==> src/rtl/key_debounce.sv <==
// Per-key pushbutton debouncer: 2-flop synchronizer, stable-count filter,
// registered press/release strobes and a clearable sticky press flag.

module key_debounce_lane #(
  parameter int DEBOUNCE_CYCLES = 500000,
  parameter int CW              = 19
) (
  input  logic clk,
  input  logic rst,
  input  logic key_n,
  input  logic clear,
  output logic level,
  output logic press,
  output logic rel,
  output logic sticky
);
  localparam logic [CW-1:0] TERM = CW'(DEBOUNCE_CYCLES - 1);

  logic          sync1, sync2;
  logic [CW-1:0] cnt;
  logic          differ, done, accept_press;

  assign differ       = (sync2 != level);
  assign done         = differ && (cnt == TERM);
  assign accept_press = done && !sync2;

  always_ff @(posedge clk) begin
    if (rst) begin
      sync1  <= 1'b1;
      sync2  <= 1'b1;
      level  <= 1'b1;
      cnt    <= '0;
      press  <= 1'b0;
      rel    <= 1'b0;
      sticky <= 1'b0;
    end else begin
      sync1 <= key_n;
      sync2 <= sync1;
      press <= accept_press;
      rel   <= done && sync2;
      // Any return to the accepted level restarts the stability window.
      if (!differ)   cnt <= '0;
      else if (done) begin
        cnt   <= '0;
        level <= sync2;
      end else       cnt <= cnt + CW'(1);
      // A press accepted on the same edge as a clear wins.
      if (accept_press) sticky <= 1'b1;
      else if (clear)   sticky <= 1'b0;
    end
  end
endmodule

module key_debounce #(
  parameter int DEBOUNCE_CYCLES = 500000,
  parameter int NUM_KEYS        = 4
) (
  input  logic                clk_clk,
  input  logic                reset_reset,
  input  logic [NUM_KEYS-1:0] key_n_raw,
  input  logic [NUM_KEYS-1:0] clear_i,
  output logic [NUM_KEYS-1:0] keys_export,
  output logic [NUM_KEYS-1:0] press_pulse,
  output logic [NUM_KEYS-1:0] release_pulse,
  output logic [NUM_KEYS-1:0] pressed_sticky
);
  localparam int CW = $clog2(DEBOUNCE_CYCLES);

  for (genvar k = 0; k < NUM_KEYS; k++) begin : g_lane
    key_debounce_lane #(
      .DEBOUNCE_CYCLES(DEBOUNCE_CYCLES),
      .CW             (CW)
    ) u_lane (
      .clk   (clk_clk),
      .rst   (reset_reset),
      .key_n (key_n_raw[k]),
      .clear (clear_i[k]),
      .level (keys_export[k]),
      .press (press_pulse[k]),
      .rel   (release_pulse[k]),
      .sticky(pressed_sticky[k])
    );
  end
endmodule

==> config.mk <==
export PLATFORM = sky130hd
export DESIGN_NAME = key_debounce
export DESIGN_NICKNAME = d
export VERILOG_FILES = /design/src/rtl/key_debounce.sv
export SDC_FILE = /design/constraint.sdc
export NUM_CORES = 1
export LEC_CHECK = 0
export ABC_CLOCK_PERIOD_IN_PS = 5400
export BUFFER_PORTS_ARGS = -buffer_cell sky130_fd_sc_hd__buf_4
export CORE_MARGIN = 2
export CORE_UTILIZATION = 60
export CTS_CLUSTER_DIAMETER = 120
export DETAILED_ROUTE_END_ITERATION = 6
export PLACE_DENSITY = 0.79
export SYNTH_ARGS = -nofsm -noshare
export SYNTH_HDL_FRONTEND = slang
export SYNTH_SLANG_ARGS = --single-unit
==> constraint.sdc <==
create_clock -name clk_clk -period 5.4 [get_ports clk_clk]
set_input_delay 0.27 -clock clk_clk [delete_from_list [all_inputs] [get_ports clk_clk]]
set_output_delay 0.27 -clock clk_clk [all_outputs]
set_load 0.01 [all_outputs]
---- Word-level counts from Yosys, hierarchy flattened ----
Cells that the tools add are included.
word-level totals
  logic and storage cells ................. 80
  input bits .............................. 10
  output and inout bits ................... 16
  register bits after elaboration ......... 100
cells by class
  reduce and logical (&&, ||, !) cells .... 28
  bitwise logic cells ..................... 4
  add/sub/neg operators ................... 4
  eq/ne operators ......................... 8
  muxes and demuxes ....................... 8
operators by type and width
  cell                   number
  $add 19x1->19 const B  4
  $eq 19x19->1 const B   4
  $logic_and 1x1->1      12
  $reduce_or 3->1        4
  $mux 1                 8
  $reduce_and 2->1       4
  $reduce_bool 2->1      4
  $logic_not 1->1        4
  $ne 1x1->1             4
  $not 1->1              4

---- Depth between registers and ports, before layout ----
  word-level depth ........................ 4
  gate-level depth with buffers ........... 7
  depth with buffers taken out ............ 5

---- Cells and area by module ----
Synthesis repeated with hierarchy kept, for this count alone.
second synthesis, totals
  cells, all modules ...................... 488
  area total of the unflattened synthesis .. 4364.2 um2
modules (own cells, without submodules)
  module             seq. area each (um2)  times used  area an instance (um2)  cells an instance
  key_debounce_lane  500.5                 4           1091.0                  122

---- Least setup slack after synthesis ----
Ideal clock, no wire load.
  path type ............................... register -> register
  start point ............................. register g_lane[1].u_lane.cnt[0]
  end point ............................... register g_lane[1].u_lane.cnt[10]
  clock period less this slack ............ 1.908 ns
  arrival time ............................ 1.794 ns
  path slack .............................. 3.492 ns
  required time ........................... 5.285 ns
  cell stages (with the launch flop) ...... 8
  buffers on the path ..................... 2
  library setup time ...................... 0.115 ns
  cell sequence ........................... dfxtp_1 > ha_1 > and4_1 > clkbuf_1 > nand2_1 > o31ai_2 > buf_4 > nor2_1
between the ends
  word-level cells in the longest chain between the ends .. 3
  elaborated cells between the ends (all ways) .. 4
  those cells by class .................... 1 x add/sub; 1 x eq/ne; 2 x reduce/logical
ends and longest elaborated chain
  what                                                   line  text
  start: declaration                                     20    logic [CW-1:0] cnt;
  start signal: assignment                               46    end else cnt <= cnt + CW'(1);
  branches (longest 3 deep; another with $add 19x1->19)  -
Parallel ways; which one is timed is not known.
A chain may end at the register's enable or synchronous reset.

---- Worst setup path after layout ----
  start point ............................. register g_lane[1].u_lane.cnt[0]
  end point ............................... register g_lane[1].u_lane.cnt[8]
The elaborated chain is that of the path after synthesis.

==> results.cfg <==
[final_layout]
nNetsFinal = 524
fin_area_mm2 = 0.00477
diodes = 0
utilization_pct = 66.1
area_growth_syn_to_layout_pct = 7.51
instances_no_fill = 612
drive_gt1_share_pct = 11.1

[yosys]
synth-edff-count = 0
syn_inst = 506
synth_seq_area_share_pct = 45.2
yosys_warnings = 0
synth_mux_area_share_pct = 0
syn_nets = 520
yosysTopAreaCell = dfxtp_1
synth_top_family_by_area = simple AND/OR/NAND/NOR gates
synth.distinct_cells = 43
synth_compound_area_share_pct = 6.63
ys_ff_latch = 100
synth_most_common_cell = dfxtp_1
synthXorXnorAreaFrac_pct = 10.7
synthSimpleGateAreaFrac_pct = 30.8
synth_ff_type = dfxtp_1
async_flop_share_pct = 0
synth_common_cells = dfxtp_1 (100), nor2_1 (64), nand2_1 (33), xnor2_1 (33), nand3_1 (24)
synth_area_mm2 = 0.00443
yosys-top-cells-area = dfxtp_1 (45%), xnor2_1 (6.5%), nor2_1 (5.4%)
synth_adder_area_share_pct = 1.13
avgSynthCellArea_um2 = 8.76
synth.top_cell.area_share_pct = 45.2

[drt]
drc = 0
drt-initial-drc-count = 82
drt.antenna.violating_nets = 0
avgViaCountPerCell = 5.67
routed_wirelength_um = 8310
vias = 3468
dr.pass1.iters = 5
routedWlPerCell_um = 13.6

[setup_path]
reg2reg_to = g_lane[1].u_lane.cnt[8]
r2r_cells = 5
path_max_fanout = 18
max_stage_delay_ns = 1.00
critPathTopFamily = compound AO/OA/AOI/OAI gates
endpoint_kind = flop
start_kind = flop
r2r-start = g_lane[1].u_lane.cnt[0]
required_ns = 5.60
critPathKind = reg2reg
path_cells = ha_1, and4_1, nand2_1, o31ai_2, nor2_1
cp_num_buf_inv = 0
r2r_slack_ns = 3.03
cp.arrival_ns = 2.57
slowest_stage = o31ai_2

[die]
start_util_pct = 61.4
ioPinCount = 26
fp.dieW_um = 90.0
coreArea_mm2 = 0.00721
die_h_um = 90.0
dieArea_mm2 = 0.00809
rows = 31

[clock_tree]
cts_hold_buffers = 0
cts_sinks = 100
clockBufferDepth = 2
htreeDepth = 3
cts-resized-gates = 0
post_cts_buffers = 0
clkTransAtPathRegs_ns = 0.09
cts_tree = built
cts_root_buf = clkbuf_8
numCtsBuffers = 9
clk_latency_ns = 0.36

[global_routing]
antenna_found_initial = 0
grt_pass1_vias = 3222
gr-total-overflow = 0
grt.total_usage_pct = 21.1
grt_max_degree = 24
grt_pass1_wl_um = 14200

[timing]
fin_crit_ns = 2.37
finalCritPeriodShare_pct = 44.0
finalHoldViolCount = 0
finalSetupViolCount = 0
slew_viol_final = 0
maxSlewHeadroom_pct = 21.1
fin_hold_ws_ns = 0.0919
rsz0062_at_grt = no
fin_tns_setup_ns = 0
fmax_ghz = 0.421
tightest_slew_ns = 1.18
clock_skew_ns = 0.00569

[place]
place.port_buffers = 25
place_hpwl_um = 5690
place_area_mm2 = 0.00455
dp_cells = 598
globalplace.congestion = 0.891

[power]
power_density_mw_per_mm2 = 268
peakVddDrop_mv = 0.150
total_leakage_power_nw = 1.48

[worst_hold_path]
hold_end = g_lane[3].u_lane.sync1
min_path_type = in2reg
holdPathStages = 2
min_from = key_n_raw[3]

[flow_run]
maxCapViolations = 0

[run_status]
outcome = finished, final reports clean
cell families (layout without fill, tap and decap cells):
logic type               after synthesis  after routing
AND/OR/NAND/NOR                      253            253
AO/OA/AOI/OAI                         48             48
adder cells (fa/ha/maj)                4              4
flip-flops                           100            100
XOR/XNOR                              54             54
buffers and inverters                 47             54
state kept, by name, summed over array words and instances (netlist names):
| name | cells |
|---|---|
| g_lane.u_lane.sync1 | 4 |
| g_lane.u_lane.sync2 | 4 |
| g_lane.u_lane.press | 4 |
| g_lane.u_lane.sticky | 4 |
| g_lane.u_lane.rel | 4 |
| g_lane.u_lane.level | 4 |
| g_lane.u_lane.cnt | 76 |
metrics by stage:
step / worst slack (ns) / total power [mW]
detailed placement: 3.01 / 0.780
finish: 3.03 / 1.28
global route: 2.70 / 1.32
CTS: 3.01 / 1.29
floorplan: 3.49 / 0.772
global placement: 3.16 / 0.779
power by group:
part / internal [mW] / total, mW / switching [mW]
clock network: 0.270 / 0.516 / 0.247
registers: 0.740 / 0.743 / 0.00278
logic: 0.00886 / 0.0192 / 0.0103
area by class of cell:
| class | instances | area [µm²] |
|---|---|---|
| timing repair buffer | 25 | 188 |
| tap | 99 | 124 |
| clock inverter | 4 | 73.8 |
| multi-input combinational | 359 | 2180 |
| sequential | 100 | 2000 |
| fill | 614 | 2450 |
| clock buffer | 10 | 138 |
| inverter | 15 | 56.3 |
worst max path at each step:
stage	from	to	slack (ns)	depth (start not counted)
3_3_place_gp	g_lane[1].u_lane.cnt[0]	g_lane[1].u_lane.cnt[4]	3.16	5
5_1_grt	g_lane[1].u_lane.cnt[0]	g_lane[1].u_lane.cnt[16]	2.70	5
3_5_place_dp	g_lane[1].u_lane.cnt[0]	g_lane[1].u_lane.cnt[8]	3.01	5
4_1_cts	g_lane[1].u_lane.cnt[0]	g_lane[1].u_lane.cnt[8]	3.01	5
2_1_floorplan	g_lane[1].u_lane.cnt[0]	g_lane[1].u_lane.cnt[10]	3.49	7
6_report	g_lane[1].u_lane.cnt[0]	g_lane[1].u_lane.cnt[8]	3.03	5
routing by layer:
layer  routed length, µm  GRT usage (%)
met5                   0              0
met4                 147           7.44
met3                 367           5.53
met2                3970           35.2
met1                3820           26.6
worst reg2reg max path: cells and delay by family, from the launching register on:
| kind | cells | cell delay (ns) |
|---|---|---|
| AOI/OAI and AO/OA | 1 | 1.00 |
| adders and majority gates | 1 | 0.26 |
| DFF | 1 | 0.41 |
| and+or+nand+nor | 3 | 0.54 |
cells in the final DEF (no fill, tap or decap), types with 2 or more instances in the layout:
master     count
or4_1          8
a21o_1         4
nand3b_1       2
nor2_1        64
nor3_1        19
clkbuf_8      10
bufinv_16      2
nand4_1       23
dfxtp_1      100
o21ai_0       11
and3_1         7
o31ai_1        4
nand2b_1       8
a31o_2         2
a211o_1        2
a21oi_1       21
inv_1         15
nand2_1       33
or2_2         10
nand4b_1       2
and4b_1        2
nor4_1        15
xor2_1        21
nand3_1       24
nor4b_1        2
xnor2_1       33
and2_1         6
or3_1         12
ha_1           4
buf_4         25
and4_1         6
nor3b_1        3
(Power assumes the default switching activity.)
